### config.mk
export PLATFORM = sky130hd
export DESIGN_NAME = crop_video_axis_skid
export DESIGN_NICKNAME = d
export VERILOG_FILES = /design/src/rtl/crop_video_axis_skid.sv
export SDC_FILE = /design/constraint.sdc
export NUM_CORES = 1
export LEC_CHECK = 0
export CORE_MARGIN = 4
export CORE_UTILIZATION = 30
export DETAILED_ROUTE_END_ITERATION = 8
export DONT_BUFFER_PORTS = 1
export PLACE_DENSITY = 0.51
export SYNTH_ARGS = -nofsm -noshare
export SYNTH_HDL_FRONTEND = slang
export SYNTH_SLANG_ARGS = --single-unit
### constraint.sdc
create_clock -name clk -period 7.25 [get_ports clk]
set_input_delay 1.0875 -clock clk [delete_from_list [all_inputs] [get_ports clk]]
set_output_delay 1.0875 -clock clk [all_outputs]
set_load 0.05 [all_outputs]
### src/rtl/crop_video_axis_skid.sv
// Purpose: 2-entry skid buffer between the upstream stream and the downstream port.
// Latency: 1 cycle from accept to output valid; one beat per cycle sustained.
// Backpressure: s_rdy is registered and low only while both entries are occupied.
// Ports: clk/rst; s_vld/s_rdy/s_dat upstream; m_vld/m_rdy/m_dat downstream.
module crop_video_axis_skid #(
    parameter int WIDTH = 38
) (
    input  logic             clk,
    input  logic             rst,
    input  logic             s_vld,
    output logic             s_rdy,
    input  logic [WIDTH-1:0] s_dat,
    output logic             m_vld,
    input  logic             m_rdy,
    output logic [WIDTH-1:0] m_dat
);

    logic [WIDTH-1:0] mem_q [2];
    logic             wr_ptr_q;
    logic             rd_ptr_q;
    logic [1:0]       cnt_q;
    logic [1:0]       cnt_nxt;
    logic             push;
    logic             pop;

    assign push  = s_vld & s_rdy;
    assign pop   = m_vld & m_rdy;
    assign m_vld = (cnt_q != 2'd0);
    assign m_dat = mem_q[rd_ptr_q];

    always_comb begin
        cnt_nxt = cnt_q;
        case ({push, pop})
            2'b10:   cnt_nxt = cnt_q + 2'd1;
            2'b01:   cnt_nxt = cnt_q - 2'd1;
            default: cnt_nxt = cnt_q;
        endcase
    end

    always_ff @(posedge clk) begin
        if (rst) begin
            wr_ptr_q <= 1'b0;
            rd_ptr_q <= 1'b0;
            cnt_q    <= 2'd0;
            s_rdy    <= 1'b0;
        end else begin
            if (push) begin
                mem_q[wr_ptr_q] <= s_dat;
                wr_ptr_q        <= ~wr_ptr_q;
            end
            if (pop) begin
                rd_ptr_q <= ~rd_ptr_q;
            end
            cnt_q <= cnt_nxt;
            // Ready follows the occupancy we are about to have, so it is
            // registered yet never lets a push land on a full buffer.
            s_rdy <= (cnt_nxt != 2'd2);
        end
    end

endmodule

==> results of run 1 <==
==> metal layers <==
layer	part of all wire, %	routed length, um
met5	0	0
met4	2.1	111
met3	12	626
met2	49	2600
met1	37	1940
==> state kept, by name, indices dropped and copies added (netlist names), named ones only <==
| signal | count |
|---|---|
| cnt_q | 2 |
| s_rdy | 1 |
| rd_ptr_q | 1 |
| mem_q | 76 |
| wr_ptr_q | 1 |
==> power by group <==
| group | internal, mW | switching (mW) | leakage (nW) |
|---|---|---|---|
| Sequential | 0.550 | 0.0492 | 0.740 |
| Clock | 0.158 | 0.162 | 0.0931 |
| Combinational | 0.0650 | 0.251 | 0.220 |
==> stage by stage <==
stage	power (mW)	setup WS, ps	instance area [sq um]	hold WS [ps]
after floorplan	0.899	2650	2990	480
after global routing	1.29	4130	3350	546
after detailed placement	0.930	4580	3160	508
final	1.23	4260	3350	527
after CTS	1.26	4180	3350	534
after global placement	0.923	4620	3160	497
==> cells in the mapped netlist (2+ instances only) <==
master,instances
buf_2,4
xnor2_1,2
nand2_1,2
edfxtp_1,76
dfxtp_1,6
xor2_1,3
nor2_1,6
mux2_1,38
==> path summary, 6_finish.rpt <==
| kind | startpoint | end | slack, ps | cells past startpoint |
|---|---|---|---|---|
| hold / removal | rd_ptr_q | flip-flop | 530 | 2 |
| setup / recovery | flip-flop | m_dat[22] | 4260 | 1 |
| hold reg to reg | rd_ptr_q | flip-flop | 530 | 2 |
| setup reg to reg | s_rdy | mem_q[1][15] | 5230 | 3 |
==> worst min-delay path: cells and delay by family, from the launching register on <==
family	cells	cell delay, ps
simple gates	1	70
xor+xnor	1	90
flops	1	330
==> layout make-up <==
cell class	instances	area (sq um)
Tap cell	133	166
Sequential cell	82	2400
Clock buffer	9	124
Timing Repair Buffer	2	15.0
Clock inverter	7	67.6
Multi-Input combinational cell	60	576
Fill cell	933	6380
==> cell families after synthesis <==
logic type / Yosys count / share of synthesized area, %
multiplexers: 38 / 14.3
AND/OR/NAND/NOR: 12 / 1.84
buffers and inverters: 5 / 0.795
adder cells (fa/ha/maj): 1 / 0.418
AO/OA/AOI/OAI: 4 / 0.878
XOR/XNOR: 5 / 1.46
flip-flops: 82 / 80.3
==> summary.txt, run 1 <==
Route
  – WL final: 5280 um
  – First-pass DRT Iterations: 3
  – DR vias/cell: 4.37
  – Avg WL per Cell: 18.0 um
  – Via count: 1280
  – DRC viols: 0
  – Initial DRC Count: 42
  – Post-DRT Antenna Nets: 0

CTS
  – Hold-fix buffers, CTS: 0
  – CTS buffer count: 9
  – CTS tree: built
  – Clock root buffer: clkbuf_8
  – Post-cts resize count: 0
  – H-tree Lvls: 3
  – Worst-path clk slew: 80 ps
  – Clk Latency, worst-skew pair: 340 ps
  – Postcts setup bufs: 0
  – Sink Count: 82
  – Max clock buf depth: 2

Final layout
  – Area delta synth->final: 12.0%
  – Share of cells above drive strength 1: 13.1%
  – Finished Core Util: 34.5%
  – Commonest non-fill, non-tap cell in the layout: edfxtp_1
  – Cell Count, Final, Fillers Out: 293
  – Commonest non-fill, non-tap cells in the layout: 76 x edfxtp_1, 38 x mux2_1, 9 x clkbuf_8
  – Net count reported at finish: 198
  – Ant. Diodes: 0

Placed design
  – Dpl cells: 277
  – Number of I/O port buffers: 0
  – Final Wtd Congestion: 0.680
  – DP Wirelength: 3380 um

Worst hold path
  – Min-delay worst type: reg2reg

Floorplan
  – Placeable Area: 0.00973 sq mm
  – I/O pins: 82
  – Die Span Y: 108 um
  – Total Die Area: 0.0116 sq mm
  – Chip Width: 108 um
  – Starting Density: 30.7%
  – Row count: 36

Global route
  – GRT met2 Usage: 15.1%
  – Routing usage on met1: 8.88%
  – Pin count of the biggest net entering global routing: 39
  – Met3 usage in global routing: 5.94%
  – Initial antenna violation count: 0
  – Gr busiest metal: met2
  – GRT Util Overall: 9.22%
  – Total gr overflow: 0
  – First-pass GRT wire length: 7750 um
  – Vias in the first global route: 1411

STA
  – F_max: 334 MHz
  – Max-slew violations: 0
  – Worst-Margin Slew: 931 ps
  – Final hold violations: 0
  – Unrepaired setup endpoints after global routing: false
  – Setup Skew: 10.2 ps
  – Setup TNS: 0 ps
  – Tcrit/Tclk final: 41.3%
  – Count of final setup violators: 0
  – Slew margin rel.: 37.9%
  – Fin crit period: 2990 ps

Power
  – Pwr Density: 368 mW/mm^2
  – Peak VDD IR: 0.000224 V
  – Leakage: 1.05 nW

Synth
  – Mapped Nets: 190
  – Synth area leaders: edfxtp_1 76%, mux2_1 14%, dfxtp_1 4.0%
  – Synth Register Bits: 82
  – Post-synth top flop: edfxtp_1
  – Post-synthesis sequential area ratio: 80.3%
  – Synth top area share: 76.3%
  – Synth cell types: 18
  – Post-synth top area cell: edfxtp_1
  – Asr flop ratio synth: 0%
  – EDFF count, synth: 76
  – Average cell area after synthesis: 20.4 sq um
  – Syn. warnings: 0
  – Cells after Synth: 147
  – Mapped Area: 0.00299 sq mm

Critical path
  – Top delay family on crit path: flip-flops
  – Critical setup path kind: reg2out
  – Max incr delay on CP: 950 ps
  – Worst path bufs/invs: 0
  – CP Cell Sequence: mux2_1
  – Crit path DAT: 1900 ps
  – Slowest-stage cell, CP: dfxtp_2
  – Worst Path Max Fanout: 38
  – Worst setup EP type: output port
  – CP Launch Type: flip-flop
  – Data required, critical path: 6160 ps

Job
  – MaxCap Viol Count: 0

Run status
  – Status: complete, no violations
No activity file was read; power rests on OpenSTA's default activity.
==> inputs of run 2 (changes only) <==
--- a/config.mk
+++ b/config.mk
@@ -9,7 +9,7 @@
 export CORE_UTILIZATION = 30
 export DETAILED_ROUTE_END_ITERATION = 8
 export DONT_BUFFER_PORTS = 1
-export PLACE_DENSITY = 0.51
+export PLACE_DENSITY = 0.52
 export SYNTH_ARGS = -nofsm -noshare
 export SYNTH_HDL_FRONTEND = slang
 export SYNTH_SLANG_ARGS = --single-unit
==> constraint.sdc (replaced) <==
create_clock -name clk -period 2.6 [get_ports clk]
set_input_delay 0.39 -clock clk [delete_from_list [all_inputs] [get_ports clk]]
set_output_delay 0.39 -clock clk [all_outputs]
set_load 0.05 [all_outputs]
==> run 2 against run 1 <==
Effect of this change:
- die area did not move
- critical path type unchanged
- global-route usage is 0.14 points higher
- combinational power grew to 3.1 times the previous value
- worst setup slack worse by 3800 ps
- wire length is 2.2% lower
- via count shrank 0.78%
==> summary.txt, run 2 (synthesized netlist as in run 1, its figures left out) <==
Final layout
  – Net count reported at finish: 200
  – Commonest non-fill, non-tap cell in the layout: edfxtp_1
  – Max reg flops: 76
  – Cell Count, Final, Fillers Out: 295
  – Fin area: 0.00336 sq mm
  – Ant. Diodes: 0
  – Top flop regs: mem_q: 76 flops, cnt_q: 2 flops
  – Share of cells above drive strength 1: 14.2%
  – Finished Core Util: 34.6%
  – Area delta synth->final: 12.5%
  – Commonest non-fill, non-tap cells in the layout: 76 x edfxtp_1, 38 x mux2_1, 9 x clkbuf_8
  – Fill count: 922
  – Top reg by flops: mem_q

Power
  – Clock power share: 24.2%
  – Pwr Total: 3.39 mW
  – Peak VDD IR: 0.000408 V
  – Combinational share of power: 29.3%
  – Reg power frac: 46.4%
  – Net Sw Frac: 38.6%
  – Pwr Density: 1010 mW/mm^2
  – Leakage: 1.06 nW
  – Int Pwr: 2.08 mW
  – P_sw: 1.31 mW

CTS
  – Hold-fix buffers, CTS: 0
  – Postcts setup bufs: 0
  – CTS tree: built
  – Clock root buffer: clkbuf_8
  – Sink Count: 82
  – H-tree Lvls: 3
  – Max clock buf depth: 2
  – Clk Latency, worst-skew pair: 340 ps
  – Worst-path clk slew: 90 ps
  – Post-cts resize count: 0
  – CTS buffer count: 9

STA
  – Hold WS: 104 ps
  – F_max: 467 MHz
  – Unrepaired setup endpoints after global routing: false
  – Tcrit/Tclk final: 82.3%
  – Setup TNS: 0 ps
  – Final worst slack: 459 ps
  – Final hold violations: 0
  – Worst-Margin Slew: 511 ps
  – Setup Skew: 8.90 ps
  – Max-slew violations: 0
  – Count of final setup violators: 0
  – Fin crit period: 2140 ps
  – Slew margin rel.: 66.0%

Critical path
  – Worst setup EP type: output port
  – Crit path DAT: 1750 ps
  – Data required, critical path: 2210 ps
  – Worst Path Max Fanout: 35
  – Critical setup path kind: reg2out
  – CP Launch Type: flip-flop

Global route
  – Initial antenna violation count: 0
  – First-pass GRT wire length: 7780 um
  – Vias in the first global route: 1366
  – Pin count of the biggest net entering global routing: 36
  – GRT Util Overall: 9.36%
  – Total gr overflow: 0

Placed design
  – Dpl cells: 279
  – Final Wtd Congestion: 0.657
  – Worst slack at placement: 718 ps
  – Number of I/O port buffers: 0
  – DP Wirelength: 3430 um
  – Placed Instance Area: 0.00319 sq mm

Route
  – Avg WL per Cell: 17.5 um
  – First-pass DRT Iterations: 4
  – DRC viols: 0
  – Post-DRT Antenna Nets: 0
  – WL final: 5160 um
  – DR vias/cell: 4.31
  – Initial DRC Count: 53
  – Via count: 1270

Run status
  – Status: complete, no violations

Floorplan
  – Total Die Area: 0.0116 sq mm
  – Chip Width: 108 um
  – Placeable Area: 0.00973 sq mm
  – Row count: 36
  – Starting Density: 30.7%
  – Die Span Y: 108 um
  – I/O pins: 82

Worst hold path
  – Min-delay worst type: in2reg

Job
  – MaxCap Viol Count: 0
## run 2: final timing paths
path / slack [ps] / endpoint / startpoint / depth (start not counted)
hold / removal: 100 / cnt_q[0] / rst / 1
setup reg to reg: 720 / mem_q[1][35] / s_rdy / 4
setup / recovery: 460 / m_dat[6] / flip-flop / 2
hold reg to reg: 520 / flip-flop / rd_ptr_q / 2
## run 2: worst max-delay path, stage by stage, from the launching register on
cell     delay, ps
dfxtp_2        370
buf_4          410
mux2_1         600
## run 2: metal layers
| metal | up-vias | track usage [%] | share of wire [%] |
|---|---|---|---|
| met5 | - | 0 | 0 |
| met4 | 0 | 2.98 | 1.3 |
| met3 | 7 | 7.86 | 14 |
| met2 | 58 | 14.3 | 49 |
| met1 | 620 | 9.50 | 36 |
| li1 | 585 | - | - |
## run 2: power by group through the flow
stage          sequential [mW]  combinational, mW  clock [mW]
2_1_floorplan             1.61              0.905           0
3_3_place_gp              1.60              0.995           0
3_5_place_dp              1.61               1.01           0
4_1_cts                   1.57               1.01       0.857
5_1_grt                   1.58               1.05       0.939
6_report                  1.57              0.993       0.820
## run 2: final cells by class
type | count | area (sq um) | share of cell area [%]
Clock inverter | 7 | 52.6 | 1.56
Tap cell | 133 | 166 | 4.95
Clock buffer | 9 | 124 | 3.68
Timing Repair Buffer | 4 | 30.0 | 0.893
Sequential cell | 82 | 2400 | 71.4
Multi-Input combinational cell | 60 | 588 | 17.5
